### src/rtl/handshake_initiator_pkg.sv
// Shared definitions for the 4-phase req/ack initiator.
//   hs_state_e  : FSM state encoding, common with the responder side
//                 (IDLE=0, REQ=1, ACKW=2, ERR=3)
//   DEF_*       : default widths/depth/timeout used by the top-level parameters
package handshake_initiator_pkg;

  typedef enum logic [1:0] {
    ST_IDLE = 2'd0,
    ST_REQ  = 2'd1,
    ST_ACKW = 2'd2,
    ST_ERR  = 2'd3
  } hs_state_e;

  localparam int DEF_DW      = 8;
  localparam int DEF_SW      = 16;
  localparam int DEF_DEPTH   = 4;
  localparam int DEF_TIMEOUT = 64;

endpackage

### src/rtl/handshake_initiator_fifo.sv
// Synchronous FIFO buffering bytes between the local writer and the handshake FSM.
//   clk, rstn   : clock, synchronous active-low reset (flushes pointers/count)
//   i_wr_en     : push request; ignored when full
//   i_wr_data   : byte to push
//   i_rd_en     : pop request; ignored when empty
//   o_rd_data   : current head entry (valid when !o_empty)
//   o_full      : DEPTH entries held
//   o_empty     : no entries held
module hs_fifo #(
  parameter int DW    = 8,
  parameter int DEPTH = 4
) (
  input  logic          clk,
  input  logic          rstn,
  input  logic          i_wr_en,
  input  logic [DW-1:0] i_wr_data,
  input  logic          i_rd_en,
  output logic [DW-1:0] o_rd_data,
  output logic          o_full,
  output logic          o_empty
);

  localparam int AW = $clog2(DEPTH);

  logic [DW-1:0] r_mem [DEPTH];
  logic [AW-1:0] r_wr_ptr;
  logic [AW-1:0] r_rd_ptr;
  logic [AW:0]   r_count;

  logic w_push;
  logic w_pop;

  assign o_full    = (r_count == (AW+1)'(DEPTH));
  assign o_empty   = (r_count == '0);
  assign o_rd_data = r_mem[r_rd_ptr];

  // A write while full is dropped even if a pop frees a slot on the same edge.
  assign w_push = i_wr_en && !o_full;
  assign w_pop  = i_rd_en && !o_empty;

  always_ff @(posedge clk) begin
    if (w_push) begin
      r_mem[r_wr_ptr] <= i_wr_data;
    end
  end

  // Pointers wrap naturally because DEPTH is a power of two.
  always_ff @(posedge clk) begin
    if (!rstn) begin
      r_wr_ptr <= '0;
      r_rd_ptr <= '0;
      r_count  <= '0;
    end else begin
      if (w_push) begin
        r_wr_ptr <= r_wr_ptr + 1'b1;
      end
      if (w_pop) begin
        r_rd_ptr <= r_rd_ptr + 1'b1;
      end
      case ({w_push, w_pop})
        2'b10:   r_count <= r_count + 1'b1;
        2'b01:   r_count <= r_count - 1'b1;
        default: r_count <= r_count;
      endcase
    end
  end

endmodule

### src/rtl/handshake_initiator.sv
// Initiator side of the 4-phase req/ack byte link.
// Buffers bytes from a local writer and presents them one at a time on req_out/data_out,
// keeping a running sum and count of acknowledged bytes, a stall timeout and an overflow flag.
//   clk, rstn          : clock, synchronous active-low reset
//   wr_en, wr_data     : local write port (accepted when !full)
//   full, empty        : FIFO status
//   req_out, ack_in    : 4-phase handshake with the responder (same clock domain)
//   data_out           : byte under transfer, held until the next transfer starts
//   busy               : FSM not in IDLE
//   sum_out, sent_cnt  : running sum / count of acknowledged bytes (wrap mod 2^SW)
//   err_out, ovf_out   : sticky timeout / overflow flags
//   clr_err            : pulse clearing both sticky flags (and leaving ERR when ack_in=0)
module handshake_initiator
  import handshake_initiator_pkg::*;
#(
  parameter int DW      = DEF_DW,
  parameter int SW      = DEF_SW,
  parameter int DEPTH   = DEF_DEPTH,
  parameter int TIMEOUT = DEF_TIMEOUT
) (
  input  logic          clk,
  input  logic          rstn,
  input  logic          wr_en,
  input  logic [DW-1:0] wr_data,
  output logic          full,
  output logic          empty,
  output logic          req_out,
  input  logic          ack_in,
  output logic [DW-1:0] data_out,
  output logic          busy,
  output logic [SW-1:0] sum_out,
  output logic [SW-1:0] sent_cnt,
  output logic          err_out,
  output logic          ovf_out,
  input  logic          clr_err
);

  localparam int            TW   = $clog2(TIMEOUT + 1);
  localparam logic [TW-1:0] TMAX = TW'(TIMEOUT - 1);

  // Timer holds at all-ones rather than wrapping back to zero.
  function automatic logic [TW-1:0] sat_inc(input logic [TW-1:0] v);
    return (v == '1) ? v : v + 1'b1;
  endfunction

  hs_state_e     r_state;
  logic [TW-1:0] r_timer;
  logic          r_req;
  logic [DW-1:0] r_data;
  logic [SW-1:0] r_sum;
  logic [SW-1:0] r_cnt;
  logic          r_err;
  logic          r_ovf;

  logic          w_pop;
  logic [DW-1:0] w_head;
  logic          w_full;
  logic          w_empty;

  assign w_pop = (r_state == ST_IDLE) && !w_empty;

  hs_fifo #(
    .DW    (DW),
    .DEPTH (DEPTH)
  ) u_fifo (
    .clk       (clk),
    .rstn      (rstn),
    .i_wr_en   (wr_en),
    .i_wr_data (wr_data),
    .i_rd_en   (w_pop),
    .o_rd_data (w_head),
    .o_full    (w_full),
    .o_empty   (w_empty)
  );

  always_ff @(posedge clk) begin
    if (!rstn) begin
      r_state <= ST_IDLE;
      r_timer <= '0;
      r_req   <= 1'b0;
      r_data  <= '0;
      r_sum   <= '0;
      r_cnt   <= '0;
      r_err   <= 1'b0;
      r_ovf   <= 1'b0;
    end else begin
      // A new overflow on the same edge as clr_err wins over the clear.
      if (wr_en && w_full) begin
        r_ovf <= 1'b1;
      end else if (clr_err) begin
        r_ovf <= 1'b0;
      end

      // Later assignments in the FSM (timeout entry, ERR hold) override this clear.
      if (clr_err) begin
        r_err <= 1'b0;
      end

      case (r_state)
        ST_IDLE: begin
          if (!w_empty) begin
            r_data  <= w_head;
            r_req   <= 1'b1;
            r_timer <= '0;
            r_state <= ST_REQ;
          end
        end
        ST_REQ: begin
          if (ack_in) begin
            r_req   <= 1'b0;
            r_sum   <= r_sum + SW'(r_data);
            r_cnt   <= r_cnt + 1'b1;
            r_timer <= '0;
            r_state <= ST_ACKW;
          end else if (r_timer == TMAX) begin
            // Byte in flight is abandoned without being counted.
            r_req   <= 1'b0;
            r_err   <= 1'b1;
            r_state <= ST_ERR;
          end else begin
            r_timer <= sat_inc(r_timer);
          end
        end
        ST_ACKW: begin
          if (!ack_in) begin
            r_state <= ST_IDLE;
          end else if (r_timer == TMAX) begin
            r_err   <= 1'b1;
            r_state <= ST_ERR;
          end else begin
            r_timer <= sat_inc(r_timer);
          end
        end
        ST_ERR: begin
          r_req <= 1'b0;
          // Only leave once the responder has released ack, so the next REQ starts clean.
          if (clr_err && !ack_in) begin
            r_err   <= 1'b0;
            r_state <= ST_IDLE;
          end else begin
            r_err   <= 1'b1;
          end
        end
        default: begin
          r_state <= ST_IDLE;
        end
      endcase
    end
  end

  assign full     = w_full;
  assign empty    = w_empty;
  assign req_out  = r_req;
  assign data_out = r_data;
  assign busy     = (r_state != ST_IDLE);
  assign sum_out  = r_sum;
  assign sent_cnt = r_cnt;
  assign err_out  = r_err;
  assign ovf_out  = r_ovf;

endmodule

### config.mk
export PLATFORM = sky130hd
export DESIGN_NAME = handshake_initiator
export DESIGN_NICKNAME = d
export VERILOG_FILES = /design/src/rtl/handshake_initiator_pkg.sv /design/src/rtl/handshake_initiator_fifo.sv /design/src/rtl/handshake_initiator.sv
export SDC_FILE = /design/constraint.sdc
export NUM_CORES = 1
export LEC_CHECK = 0
export ABC_AREA = 1
export CAP_MARGIN = 5
export CORE_MARGIN = 5
export CORE_UTILIZATION = 50
export DETAILED_ROUTE_END_ITERATION = 10
export GPL_TIMING_DRIVEN = 0
export PLACE_DENSITY = 0.74
export SLEW_MARGIN = 20
export SYNTH_ARGS = -nofsm -noshare
export SYNTH_HDL_FRONTEND = slang
export SYNTH_SLANG_ARGS = --single-unit
### constraint.sdc
create_clock -name clk -period 2.6 [get_ports clk]
set_clock_uncertainty 0.1 [all_clocks]
set_input_delay 0.52 -clock clk [delete_from_list [all_inputs] [get_ports clk]]
set_output_delay 0.52 -clock clk [all_outputs]
set_load 0.005 [all_outputs]
==> metrics.txt, run 1 <==
first-pass GRT wire length=17400 um; Layout Nets=684; Starting Density=0.516; clock slew at reported path FFs=100 ps; IO Pins=59; Final setup viols=0; CP Max Fanout=10; fillers=767; vias per std cell=5.19; die area=11000 um2; Cells after DPL=746; register area share after synthesis=0.474; DR pass1 iterations=5; Syn Area/Cell=7.79 um2; total track usage=0.190; gpl congestion=0.852; area leader, netlist=dfxtp_1; yosys warns=0; crit path DAT=2600 ps; DRC violations left=0; slew margin rel.=0.468; Slew Viols, Final=0; Fmax=0.410 GHz; Die Height=105 um; vias in the first global route=3659; status=finished, final reports clean; Die W=105 um; clock sinks=91; drt initial violations=218; power per cell area=845 nW/um2; CTS tree=yes; FF+latch area=2140 um2; fin cells=762; Clk Latency, worst-skew pair=370 ps; leakage=2.15 nW; min-delay worst type=register to register; async set-or-reset flop fraction in the synthesized netlist=0; final hold viol count=0; num rows=34; Yosys cell types=36; ys flop type=dfxtp_1; placed cell areas=5230 um2; antenna viol nets, final=0; total congestion overflow=0; number of flops mapped to enable cells by yosys=32; setup_tns=0 ps; clock root buffer=clkbuf_8; startpoint type of the worst setup path=register; # port buffers=57; worst slew pin tran=795 ps; Yosys top cell area share=0.261; crit path kind=register to register; DR WL/cell=13.6 um; DP HPWL=7600 um; initial antenna violation count=0; deepest clock path buffer count=2; #FFs+latches synth=91; total power=4.59 mW; worst hold slack=364 ps; Post-Syn Area=4520 um2; Mapped Nets=616; DRT Wirelength=10400 um; Max Cap Viol=0; via count=3956; number of H-tree levels=3; layout cells sized above 1=0.0688; VDD IR-drop max=0.445 mV; Tcrit/Tclk final=0.939; area delta synth->final=20.2%; min Tclk post-route=2440 ps; final instance area=5440 um2; Multi-input gate area=2040 um2; Antenna diodes=0; top cells by area, synth=dfxtp_1, edfxtp_1, nand2_1, nor2_1, ha_1; largest net degree at the start of global routing=20; critical path required time=2760 ps; Core Area=8760 um2; CTS Buf Count=9; post-synthesis cell count=581; crit end category=register
cells in the final DEF, fill, tap and decap left out, drive strengths merged, types with 9 or more instances in the layout:
| cell | Yosys | layout |
|---|---|---|
| nand2 | 121 | 121 |
| nor2 | 108 | 108 |
| inv | 71 | 76 |
| dfxtp | 59 | 59 |
| clkdlybuf4s50 | 0 | 57 |
| o21ai | 48 | 48 |
| a21oi | 35 | 35 |
| edfxtp | 32 | 32 |
| nand3 | 32 | 32 |
| ha | 20 | 20 |
| clkbuf | 6 | 14 |
| a31oi | 9 | 9 |
| buf | 8 | 9 |
layout make-up:
cell class                      instances  share of cell area
Sequential cell                        91               0.394
Multi-Input combinational cell        402               0.375
Timing Repair Buffer                   57               0.105
Inverter                               74              0.0513
Tap cell                              108              0.0248
Clock buffer                            9              0.0228
Clock inverter                          7              0.0140
Buffer                                 14              0.0131
flip-flops by register name (all words and copies together), names as in the netlist, 3 cells and up:
signal and flops:
u_fifo.r_mem 32, sent_cnt 16, sum_out 16, data_out 8
r_timer 7, u_fifo.r_count 3
power breakdown:
group	switching (mW)	internal, mW	total, mW
sequential	0.172	1.70	1.87
combinational	1.05	0.701	1.75
clock	0.582	0.384	0.966
worst max-delay path: stages (launching register included):
cell and delay, ps:
dfxtp_1 350, inv_1 140, ha_1 210, inv_1 90, nor2_2 160, buf_6 170
ha_1 140, inv_1 60, fa_1 370, a21oi_1 160, o21ai_0 130, o21ai_0 190
a21oi_1 60
cell families after synthesis:
logic type      after synthesis  share of synthesized area
compound gates               98                      0.115
simple gates                274                      0.256
flops                        91                      0.474
fa+ha+maj                    22                     0.0642
xor+xnor                      8                     0.0155
buf+inv                      88                     0.0758
per-layer routing:
layer  global-route usage  wire length [um]  vias up  share of wire
li1                     -                 -     2019              -
met2                0.318              4980      110           0.48
met1                0.252              4650     1814           0.45
met3               0.0370               620       13          0.060
met5                    0                 0        -              0
met4               0.0466               105        0          0.010
Yosys cell counts, types with 2 or more instances:
library cell and number:
a21o_1 2, a21oi_1 35, a31oi_1 9, buf_2 6, clkbuf_1 6, clkinv_1 2, dfxtp_1 59, edfxtp_1 32
fa_1 2, ha_1 20, inv_1 66, inv_2 5, nand2_1 118, nand2_2 3, nand3_1 30, nand3b_1 2
nand4_1 4, nor2_1 103, nor2_2 3, nor2_4 2, nor3_1 4, nor3_2 2, o21ai_0 46, o21ai_1 2
xnor2_1 2, xor2_1 6
timing repair:
item / CTS / global route
hold buffers: 0 / 0
setup endpoints to repair: 1 / 1
setup buffers: 0 / 0
gates resized for setup: 1 / 6
final timing paths:
kind	slack, ps	to	cells after the start	from
worst min-delay path	360	r_timer[6]	2	r_timer[6]
worst max-delay path	160	u_fifo.r_count[2]	12	r_state[1]
worst max register to register	160	u_fifo.r_count[2]	12	r_state[1]
worst min register to register	360	r_timer[6]	2	r_timer[6]
metrics by stage:
stage / setup WS (ps) / utilization
3_3_place_gp: -28.7 / 0.597
3_5_place_dp: -86.1 / 0.597
5_1_grt: -22.8 / 0.621
4_1_cts: 91.4 / 0.620
6_report: 159 / 0.621
2_1_floorplan: 335 / -
Power figures use the tool's default switching activity.
==> run 2: changes to the inputs <==
--- a/config.mk
+++ b/config.mk
@@ -7,9 +7,12 @@
 export LEC_CHECK = 0
 export ABC_AREA = 1
 export CAP_MARGIN = 5
+export CORE_ASPECT_RATIO = 1.5
 export CORE_MARGIN = 5
 export CORE_UTILIZATION = 50
+export CTS_BUF_LIST = sky130_fd_sc_hd__clkbuf_8
 export DETAILED_ROUTE_END_ITERATION = 10
+export GPL_ROUTABILITY_DRIVEN = 0
 export GPL_TIMING_DRIVEN = 0
 export PLACE_DENSITY = 0.74
 export SLEW_MARGIN = 20
==> metrics.txt, run 2 (synthesized netlist as in run 1, its figures left out) <==
Net Sw Power=1.67 mW; total track usage=0.193; layout cells sized above 1=0.0672; met2 WL=5420 um; drt initial violations=193; worst slew pin tran=781 ps; DRC violations left=0; DRT Wirelength=10200 um; Core Area=8830 um2; first-pass GRT wire length=17000 um; IO Pins=59; min-delay worst type=register to register; FF+latch area=2140 um2; placed cell areas=5230 um2; slowest cell on the critical path=fa_1; Clk Latency, worst-skew pair=370 ps; clock root buffer=clkbuf_8; RSZ-0062 raised after global routing=no; crit end category=register; Worst Hold Path EP=r_timer[6]; Max Cap Viol=0; CTS tree=yes; vias per std cell=5.13; Sw Ratio=0.370; hold path cells=2; Starting Density=0.512; fin cells=765; critical path required time=2770 ps; Setup WS post-layout=281 ps; DR top layer=met4; Final setup viols=0; CTS Buf Count=9; slowest cell delay on critical path=370 ps; DR pass1 iterations=4; die area=11100 um2; worst r2r dst=u_fifo.r_count[2]; fillers=811; area delta synth->final=20.2%; Fmax=0.431 GHz; leakage=2.15 nW; # port buffers=57; number of H-tree levels=3; DP HPWL=7770 um; clock sinks=91; Reg power frac=0.414; HP Start=r_timer[6]; number of cells on the critical path=12; vias in the first global route=3842; crit path kind=register to register; DR WL/cell=13.3 um; Cells after DPL=748; VDD IR-drop max=0.601 mV; CP Max Fanout=4; antenna viol nets, final=0; initial antenna violation count=0; Crit Reg-Reg Startpoint=r_state[0]; Clk pwr share=0.209; most frequent cells in the layout=nand2_1, nor2_1, inv_1; crit path DAT=2480 ps; num rows=42; min Tclk post-route=2320 ps; Die Height=126 um; Slew Viols, Final=0; Layout Nets=685; most used cell, CP=inv_1; reg2reg path depth=12; crit-path cells=inv_1 > ha_1 > inv_1 > nor2_1 > buf_4 > ha_1 > inv_1 > fa_1 > a21oi_1 > o21ai_0 > o21ai_0 > a21oi_1; Power Internal=2.85 mW; worst slack at placement=-43.4 ps; Crit path buffers/inverters=4; max reg flops=32; commonest non-fill, non-tap cell in the layout=nand2_1; Antenna diodes=0; largest net degree at the start of global routing=16; Logic pwr share=0.377; M1 wire length=4060 um; via count=3927; met3 WL post-DR=415 um; Tcrit/Tclk final=0.892; Top reg by flops=u_fifo.r_mem; FF-to-FF setup slack=280 ps; deepest clock path buffer count=2; status=finished, final reports clean; Crit path max-delay family=adder cells; final instance area=5440 um2; total congestion overflow=0; final hold viol count=0; slew margin rel.=0.477; post-layout util=0.616; Multi-input gate area=2040 um2; Die W=87.7 um; clock slew at reported path FFs=100 ps; power per cell area=832 nW/um2; startpoint type of the worst setup path=register
==> run 2: cell types whose count changed in the layout (fill, tap and decap cells not counted), sizes merged <==
cell / before / now
buf: 9 / 10
bufinv: 0 / 1
clkinv: 5 / 7
clkinvlp: 0 / 2
inv: 76 / 71
==> run 2: repair_timing <==
item / in CTS / in global routing
buffers inserted: 0 / 1
pin swaps: 0 / 0
endpoints found under the setup margin: 1 / 1
gates resized for setup: 1 / 3
hold buffers: 0 / 0
==> run 2: routing by layer <==
metal | vias to the layer above | track usage
met5 | - | 0
met4 | 0 | 0.0967
met3 | 17 | 0.0279
met2 | 79 | 0.353
met1 | 1808 | 0.209
li1 | 2023 | -
==> run 2: worst reg2reg max path, stage by stage (launching register included) <==
cell and delay (ps):
dfxtp_1 350, inv_1 130, ha_1 220, inv_1 70
nor2_1 170, buf_4 140, ha_1 120, inv_1 60
fa_1 370, a21oi_1 140, o21ai_0 120, o21ai_0 170
a21oi_1 50
==> run 2: final cells by class <==
type,count,area share
clock buffers,9,0.0228
clock inverters,7,0.0127
well taps,110,0.0253
repair buffers,58,0.106
flip-flops and latches,91,0.394
plain buffers,14,0.0124
multi-input cells,402,0.375
inverters,74,0.0513
==> run 2: worst max path at each step <==
stage,from,slack [ps],to
4_1_cts,r_state[0],110,u_fifo.r_count[2]
3_5_place_dp,r_state[0],-40,u_fifo.r_count[2]
5_1_grt,r_state[0],60,u_fifo.r_count[2]
2_1_floorplan,r_state[0],330,u_fifo.r_count[2]
6_report,r_state[0],280,u_fifo.r_count[2]
3_3_place_gp,r_state[0],5,u_fifo.r_count[2]
==> run 2: stage by stage <==
stage	setup TNS, ps	hold slack (ps)	total power [mW]
3_5_place_dp	-43.4	335	3.58
6_report	0	346	4.52
5_1_grt	0	367	4.86
2_1_floorplan	0	316	2.96
4_1_cts	0	348	4.53
3_3_place_gp	0	344	3.52
==> run 2: power by group through the flow <==
| stage | registers [mW] | logic (mW) | clock network, mW |
|---|---|---|---|
| floorplan | 1.86 | 1.10 | 0 |
| global placement | 1.89 | 1.63 | 0 |
| detailed placement | 1.90 | 1.68 | 0 |
| CTS | 1.87 | 1.69 | 0.966 |
| global route | 1.90 | 1.94 | 1.02 |
| finish | 1.87 | 1.71 | 0.945 |
==> run 3: changes to the inputs <==
--- a/config.mk
+++ b/config.mk
@@ -14,6 +14,7 @@
 export DETAILED_ROUTE_END_ITERATION = 10
 export GPL_ROUTABILITY_DRIVEN = 0
 export GPL_TIMING_DRIVEN = 0
+export MAX_ROUTING_LAYER = met4
 export PLACE_DENSITY = 0.74
 export SLEW_MARGIN = 20
 export SYNTH_ARGS = -nofsm -noshare
==> metrics.txt, run 3 (synthesized netlist as in run 1, its figures left out) <==
setup_tns=0 ps; num rows=42; Sw Ratio=0.370; Core Area=8830 um2; most frequent cells in the layout=nand2_1, nor2_1, inv_1; DRC violations left=0; slew margin rel.=0.478; clock slew at reported path FFs=100 ps; first-pass GRT wire length=17000 um; crit path kind=register to register; vias in the first global route=3841; CTS Buf Count=9; CTS Hold Bufs=0; Die W=87.7 um; crit end category=register; Fmax=0.430 GHz; Setup WS post-layout=273 ps; Slew Viols, Final=0; total congestion overflow=0; area delta synth->final=20.2%; min Tclk post-route=2330 ps; Logic pwr share=0.377; DRT Wirelength=10200 um; max reg flops=32; Final setup viols=0; DR pass1 iterations=4; Layout Nets=685; Top reg by flops=u_fifo.r_mem; clock root buffer=clkbuf_8; deepest clock path buffer count=2; min-delay worst type=register to register; status=finished, final reports clean; drt initial violations=213; IO Pins=59; Antenna diodes=0; startpoint type of the worst setup path=register; Clk pwr share=0.209; initial antenna violation count=0; antenna viol nets, final=0; DR WL/cell=13.3 um; die area=11100 um2; CTS tree=yes; commonest non-fill, non-tap cell in the layout=nand2_1; reg2reg path depth=12; hold path cells=2; vias per std cell=5.13; Tcrit/Tclk final=0.895; Power Internal=2.85 mW; worst slew pin tran=781 ps; clock sinks=91; layout cells sized above 1=0.0672; total track usage=0.198; via count=3928; critical path required time=2760 ps; Net Sw Power=1.68 mW; leakage=2.15 nW; number of H-tree levels=3; crit path DAT=2490 ps; final hold viol count=0; power per cell area=832 nW/um2; DP HPWL=7770 um; Max Cap Viol=0; Reg power frac=0.414; Clk Latency, worst-skew pair=370 ps; VDD IR-drop max=0.605 mV; worst slack at placement=-43.4 ps; RSZ-0062 raised after global routing=no; post-layout util=0.616; Die Height=126 um; # port buffers=57; CP Max Fanout=4; largest net degree at the start of global routing=16; Starting Density=0.512
run 3: cell counts in the layout (fill, tap and decap cells not counted):
Identical to the previous run, type by type.
run 3: critical path: stages (launching register included):
cell and delay (ps):
dfxtp_1 350, inv_1 130, ha_1 220, inv_1 70, nor2_1 170, buf_4 140
ha_1 120, inv_1 60, fa_1 370, a21oi_1 140, o21ai_0 120, o21ai_0 170
a21oi_1 50
run 3: cell type report:
type,instances,area (um2)
inverters,74,279
plain buffers,14,67.6
flip-flops and latches,91,2140
fillers,811,3390
clock buffers,9,124
well taps,110,138
multi-input cells,402,2040
repair buffers,58,578
clock inverters,7,68.8
run 3: per-layer routing:
layer  GRT usage  up-vias  wire length [um]
met2       0.353       79              5420
li1            -     2021                 -
met5           -        -                 0
met1       0.211     1810              4110
met4      0.0967        0               281
met3      0.0253       18               382
run 3: stage by stage:
| step | hold slack [ps] | cells | total power, mW | instance area [um2] |
|---|---|---|---|---|
| floorplan | 316 | 581 | 2.96 | 4520 |
| global placement | 344 | 748 | 3.52 | 5230 |
| detailed placement | 335 | 748 | 3.58 | 5230 |
| CTS | 348 | 764 | 4.53 | 5430 |
| global route | 367 | 765 | 4.86 | 5440 |
| finish | 346 | 765 | 4.52 | 5440 |
run 3: timing repair:
action | 4_1_cts | 5_1_grt
gates cloned | 0 | 0
buffers inserted | 0 | 1
endpoints found under the hold margin | 0 | 0
gates resized for setup | 1 | 3
endpoints found under the setup margin | 1 | 1
run 3: power groups by stage:
| stage | logic [mW] | clock network (mW) | registers [mW] |
|---|---|---|---|
| 3_5_place_dp | 1.68 | 0 | 1.90 |
| 5_1_grt | 1.94 | 1.02 | 1.90 |
| 2_1_floorplan | 1.10 | 0 | 1.86 |
| 4_1_cts | 1.69 | 0.966 | 1.87 |
| 6_report | 1.71 | 0.946 | 1.87 |
| 3_3_place_gp | 1.63 | 0 | 1.89 |
run 3: path summary, 6_finish.rpt:
check        startpoint           endpoint  slack (ps)
max          r_state[0]  u_fifo.r_count[2]         270
min          r_timer[6]         r_timer[6]         350
max reg2reg  r_state[0]  u_fifo.r_count[2]         270
min reg2reg  r_timer[6]         r_timer[6]         350
